## src/rtl/sumador_branch_pkg.sv

```systemverilog
// Shared datapath definitions for the LEGv8-style unicycle core.
// Holds the architectural width, the branch-offset scaling default
// and small helpers reused by the address-generation blocks.
package sumador_branch_pkg;

  localparam int XLEN                = 64;
  localparam int BRANCH_OFFSET_SHIFT = 2;

  typedef logic [XLEN-1:0] addr_t;

  // Two's-complement overflow: operands agree in sign but the sum does not.
  function automatic logic signedAddOverflow(input logic aMsb,
                                             input logic bMsb,
                                             input logic sumMsb);
    return (aMsb == bMsb) && (sumMsb != aMsb);
  endfunction

  // Target addresses must be word aligned; any low bit set is flagged.
  function automatic logic wordMisaligned(input logic [1:0] lowBits);
    return lowBits != 2'b00;
  endfunction

endpackage

```

## src/rtl/sumador_branch_core.sv

```systemverilog
// Combinational branch-target generator: scales the word offset to
// bytes, adds it to the PC modulo 2^XLEN and derives the status flags.
module branch_adder_core
  import sumador_branch_pkg::*;
#(
  parameter int XLEN         = sumador_branch_pkg::XLEN,
  parameter int OFFSET_SHIFT = BRANCH_OFFSET_SHIFT
) (
  input  logic [XLEN-1:0] inputPC,
  input  logic [XLEN-1:0] inputSEU,
  output logic [XLEN-1:0] target,
  output logic            overflow,
  output logic            misaligned
);

  logic signed [XLEN-1:0] offScaled;
  logic signed [XLEN-1:0] pcSigned;
  logic signed [XLEN-1:0] sumSigned;

  // Shift, add and flag generation; bits shifted out and carry-out are dropped.
  always_comb begin
    pcSigned   = $signed(inputPC);
    offScaled  = $signed(inputSEU) <<< OFFSET_SHIFT;
    sumSigned  = pcSigned + offScaled;
    target     = sumSigned;
    overflow   = signedAddOverflow(pcSigned[XLEN-1], offScaled[XLEN-1],
                                   sumSigned[XLEN-1]);
    misaligned = wordMisaligned(sumSigned[1:0]);
  end

endmodule

```

## src/rtl/sumador_branch.sv

```systemverilog
// Branch-target adder: registers the PC + scaled offset result for the
// PC-source mux, with a valid flag and overflow/misalignment status.
// One-cycle latency, full throughput, no backpressure.
module sumador_branch
  import sumador_branch_pkg::*;
#(
  parameter int XLEN         = sumador_branch_pkg::XLEN,
  parameter int OFFSET_SHIFT = BRANCH_OFFSET_SHIFT
) (
  input  logic            clk,
  input  logic            rst_n,
  input  logic            in_valid,
  input  logic [XLEN-1:0] inputPC,
  input  logic [XLEN-1:0] inputSEU,
  output logic [XLEN-1:0] Nextinst,
  output logic            out_valid,
  output logic            overflow,
  output logic            misaligned
);

  logic [XLEN-1:0] target_p0;
  logic            ovf_p0;
  logic            mis_p0;

  logic [XLEN-1:0] target_p1;
  logic            ovf_p1;
  logic            mis_p1;
  logic            vld_p1;

  branch_adder_core #(
    .XLEN         (XLEN),
    .OFFSET_SHIFT (OFFSET_SHIFT)
  ) uCore (
    .inputPC    (inputPC),
    .inputSEU   (inputSEU),
    .target     (target_p0),
    .overflow   (ovf_p0),
    .misaligned (mis_p0)
  );

  // p0 -> p1: valid tracks in_valid every cycle; result loads only on valid input.
  always_ff @(posedge clk or negedge rst_n) begin
    if (!rst_n) begin
      vld_p1    <= 1'b0;
      target_p1 <= '0;
      ovf_p1    <= 1'b0;
      mis_p1    <= 1'b0;
    end else begin
      vld_p1 <= in_valid;
      if (in_valid) begin
        target_p1 <= target_p0;
        ovf_p1    <= ovf_p0;
        mis_p1    <= mis_p0;
      end
    end
  end

  assign Nextinst   = target_p1;
  assign out_valid  = vld_p1;
  assign overflow   = ovf_p1;
  assign misaligned = mis_p1;

endmodule

```

## config.mk

```make
export PLATFORM = sky130hd
export DESIGN_NAME = sumador_branch
export DESIGN_NICKNAME = d
export VERILOG_FILES = /design/src/rtl/sumador_branch_pkg.sv /design/src/rtl/sumador_branch_core.sv /design/src/rtl/sumador_branch.sv
export SDC_FILE = /design/constraint.sdc
export NUM_CORES = 1
export LEC_CHECK = 0
export ABC_AREA = 1
export CAP_MARGIN = 10
export CORE_MARGIN = 10
export CORE_UTILIZATION = 25
export CTS_BUF_LIST = sky130_fd_sc_hd__clkbuf_8
export DETAILED_ROUTE_END_ITERATION = 7
export GPL_TIMING_DRIVEN = 0
export PLACE_DENSITY_LB_ADDON = 0.05
export REMOVE_ABC_BUFFERS = 1
export SYNTH_ARGS = -nofsm -noshare
export SYNTH_HDL_FRONTEND = slang
export SYNTH_SLANG_ARGS = --single-unit
export TNS_END_PERCENT = 1
```

## constraint.sdc

```tcl
create_clock -name clk -period 0.8 [get_ports clk]
set_input_delay 0.2 -clock clk [delete_from_list [all_inputs] [get_ports clk]]
set_output_delay 0.2 -clock clk [all_outputs]
set_load 0.01 [all_outputs]
```

==> results.sh <==
export IMPL_worst_setup_path_start_kind="primary input"
export IMPL_synthArstFlopShare_pct=100.0
export IMPL_worstHoldPathType="primary input to asynchronous set/reset pin"
export IMPL_clock_path_buffers=2
export IMPL_clkLatencyLatePin_ps=390
export IMPL_cap_violations=0
export IMPL_clkSlewWorstSetupHoldPaths_ps=90
export IMPL_fmax_mhz=646.6
export IMPL_synth_compound_area_share_pct=5.309
export IMPL_dp_hpwl_um=30190
export IMPL_p_per_area_nw_per_um2=1288
export IMPL_critPathArrivalTime_ps=1850
export IMPL_final_hold_viol_count=27
export IMPL_crit_chain="buf_6 -> ha_4 -> fa_2 -> nand3_4 -> nand3_4 -> nand2_4 -> nand2_4 -> nand3_4 -> nand3_4 -> or2_1 -> nand3_2 -> nand2_1"
export IMPL_crit_top_cell="nand3_4"
export IMPL_placed_cells=2081
export IMPL_syn_avg_cell_area_sq_um=5.653
export IMPL_syn_area_sq_um=8225
export IMPL_rsz0062_at_grt="true"
export IMPL_total_power_w=0.01730
export IMPL_crit_type="primary input to flip-flop"
export IMPL_slew_limit_headroom_pct=77.04
export IMPL_yosysMostFrequentCell="nand2_1"
export IMPL_overflow=0
export IMPL_yosysWarnings=0
export IMPL_rows=66
export IMPL_cp_slowest_stage_delay_ps=390
export IMPL_synth_edf_count=0
export IMPL_hold_ws_ps=-313.9
export IMPL_synth_top_family_by_area="simple AND/OR/NAND/NOR gates"
export IMPL_synth_cells=1455
export IMPL_wl_um=36430
export IMPL_yosysSeqAreaShare_pct=20.38
export IMPL_h_tree_depth=3
export IMPL_die_h_um=201.4
export IMPL_synth_area_mux_share_pct=0
export IMPL_setup_viol=131
export IMPL_post_route_drc_count=0
export IMPL_wl_per_cell_um=16.70
export IMPL_clock_root_buffer="clkbuf_8"
export IMPL_syn2layout_area_growth_pct=63.28
export IMPL_grt_pass1_wl_um=56200
export IMPL_cp_required_ps=1100
export IMPL_ys_top_cells_by_count="648 x nand2_1, 284 x inv_1, 78 x nand3_1"
export IMPL_worst_pin_slew_ps=344.4
export IMPL_nNetsFinal=1922
export IMPL_grt_max_degree=69
export IMPL_dr_pass1_iters=5
export IMPL_avgViaCountPerCell=4.275
export IMPL_outcome="finished, violations left"
export IMPL_finalCriticalPeriod_ps=1547
export IMPL_violations="hold timing, setup timing"
export IMPL_skew_ps=0
export IMPL_yosysUniqueCellTypes=35
export IMPL_power_leakage_nw=7.172
export IMPL_core_area_sq_um=32540
export IMPL_cts_buffers=9
export IMPL_tritoncts="built"
export IMPL_ant_nets=0
export IMPL_layout_setup_ws_ps=-746.6
export IMPL_die_w_um=201.4
export IMPL_ys_ff_latch=67
export IMPL_synth_flop_cell="dfrtp_1"
export IMPL_antenna_found_initial=9
export IMPL_slowest_stage="fa_2"
export IMPL_grt_busiest_layer="met2"
export IMPL_grt_pass1_vias=9781
export IMPL_synthSimpleGateAreaFrac_pct=47.76
export IMPL_ios=198
export IMPL_numPortBuffers=195
export IMPL_timing_final_crit_share_pct=193.3
export IMPL_synth_largest_area_cell="nand2_1"
export IMPL_final_cells=2181
export IMPL_peakVddDrop_uv=858.2
export IMPL_start_util_pct=25.28
export IMPL_r2r_start="Nextinst[5]"
export IMPL_use_met1_pct=23.22
export IMPL_grt_util_met3_pct=2.570
export IMPL_drv_slew=0
export IMPL_first_iter_violations=396
export IMPL_ys_top_cells_by_area="nand2_1 30%, dfrtp_1 20%, inv_1 13%"
export IMPL_endpoint_kind="flip-flop"
export IMPL_synthAdderAreaFrac_pct=9.522
export IMPL_drive_above_1_share_pct=34.95
export IMPL_crit_fanout=5
export IMPL_cp_startpoint="inputSEU[0]"
export IMPL_die_area_sq_um=40560
export IMPL_vias=9324
export IMPL_synth_xor_area_share_pct=2.556
export IMPL_routabilityCongestion=0.8507
export IMPL_grt_util_all_layers_pct=17.92
export IMPL_use_met2_pct=30.15
export IMPL_synth_top_area_share_pct=29.57
export IMPL_cts_sinks=67
[worst max-delay path: cells and delay by family]
| kind | cells | cell delay, ps |
|---|---|---|
| buf+inv | 1 | 100 |
| simple gates | 9 | 1000 |
| fa+ha+maj | 2 | 550 |
[power breakdown]
group	internal [W]	leakage [nW]	switching (W)
Clock	0.00178	0.110	0.00171
Combinational	0.00420	6.25	0.00528
Sequential	0.00397	0.808	0.000364
[path summary, 6_finish.rpt]
| kind | end | slack (ps) | cells after the start |
|---|---|---|---|
| min in group clk | Nextinst[2] | 110 | 4 |
| max reg2reg | Nextinst[5] | 130 | 2 |
| max in group asynchronous | Nextinst[55] | 520 | 2 |
| min | Nextinst[18] | -310 | 1 |
| max | Nextinst[26] | -750 | 12 |
| min reg2reg | Nextinst[1] | 470 | 2 |
[cell usage in the layout, fill, tap and decap left out, types with 8 or more instances in the layout]
master,instances
nand2_4,55
nand3_2,22
nand3b_1,10
clkbuf_8,9
nor2_4,46
clkdlybuf4s15_1,8
a21oi_2,27
nor2_2,19
dlygate4sd2_1,94
o21ai_0,11
nor2_1,29
dfrtp_1,67
o21ai_1,18
nor3_2,10
nand2_2,119
clkdlybuf4s15_2,9
buf_4,76
nand2_1,513
buf_2,36
ha_4,60
a21oi_1,15
inv_1,273
inv_2,22
xnor2_1,14
buf_6,34
clkbuf_2,11
nand3_1,55
[metrics by stage]
step	util (%)	setup WS (ps)	setup TNS [ps]	instance area (sq um)	hold WS, ps
global placement	32.80	-3564	-466660	10670	453.8
global route	41.27	-841.1	-69240	13430	-310.7
detailed placement	33.01	-1957	-116770	10740	135.4
CTS	40.31	-692.0	-62810	13110	-330.2
floorplan	-	-995.4	-47330	8165	-95.59
finish	41.28	-746.6	-60530	13430	-313.9
[state kept, by name (all words and copies together) (netlist names)]
register	count
overflow	1
Nextinst	64
out_valid	1
misaligned	1
[kinds of logic (layout without fill, tap and decap cells)]
kind of cell / after synthesis / count (layout)
simple gates: 904 / 904
buf+inv: 315 / 594
compound gates: 83 / 83
flops: 67 / 67
fa+ha+maj: 62 / 62
xor+xnor: 24 / 24
other cells: 0 / 5
[timing repair]
| action | 4_1_cts | 5_1_grt |
|---|---|---|
| buffers inserted | 72 | 7 |
| pin swaps | 152 | 52 |
| setup endpoints to repair | 130 | 133 |
| gates resized for setup | 866 | 95 |
| hold endpoints to repair | 21 | 21 |
[cell type report]
| class | instances | area [sq um] |
|---|---|---|
| Tap cell | 442 | 553.0 |
| Clock buffer | 9 | 123.9 |
| Inverter | 301 | 1140 |
| Fill cell | 3608 | 19110 |
| Timing Repair Buffer | 277 | 2349 |
| Multi-Input combinational cell | 1073 | 7477 |
| Sequential cell | 67 | 1677 |
| Antenna cell | 5 | 12.51 |
| Clock inverter | 7 | 98.84 |
[routing by layer]
layer	vias to the layer above	part of all wire [%]	wire, um
li1	4901	-	-
met1	4265	48	17350
met2	125	48	17390
met3	33	2.9	1073
met4	0	1.7	620
met5	-	0	0
No activity file was read; power rests on OpenSTA's default activity.
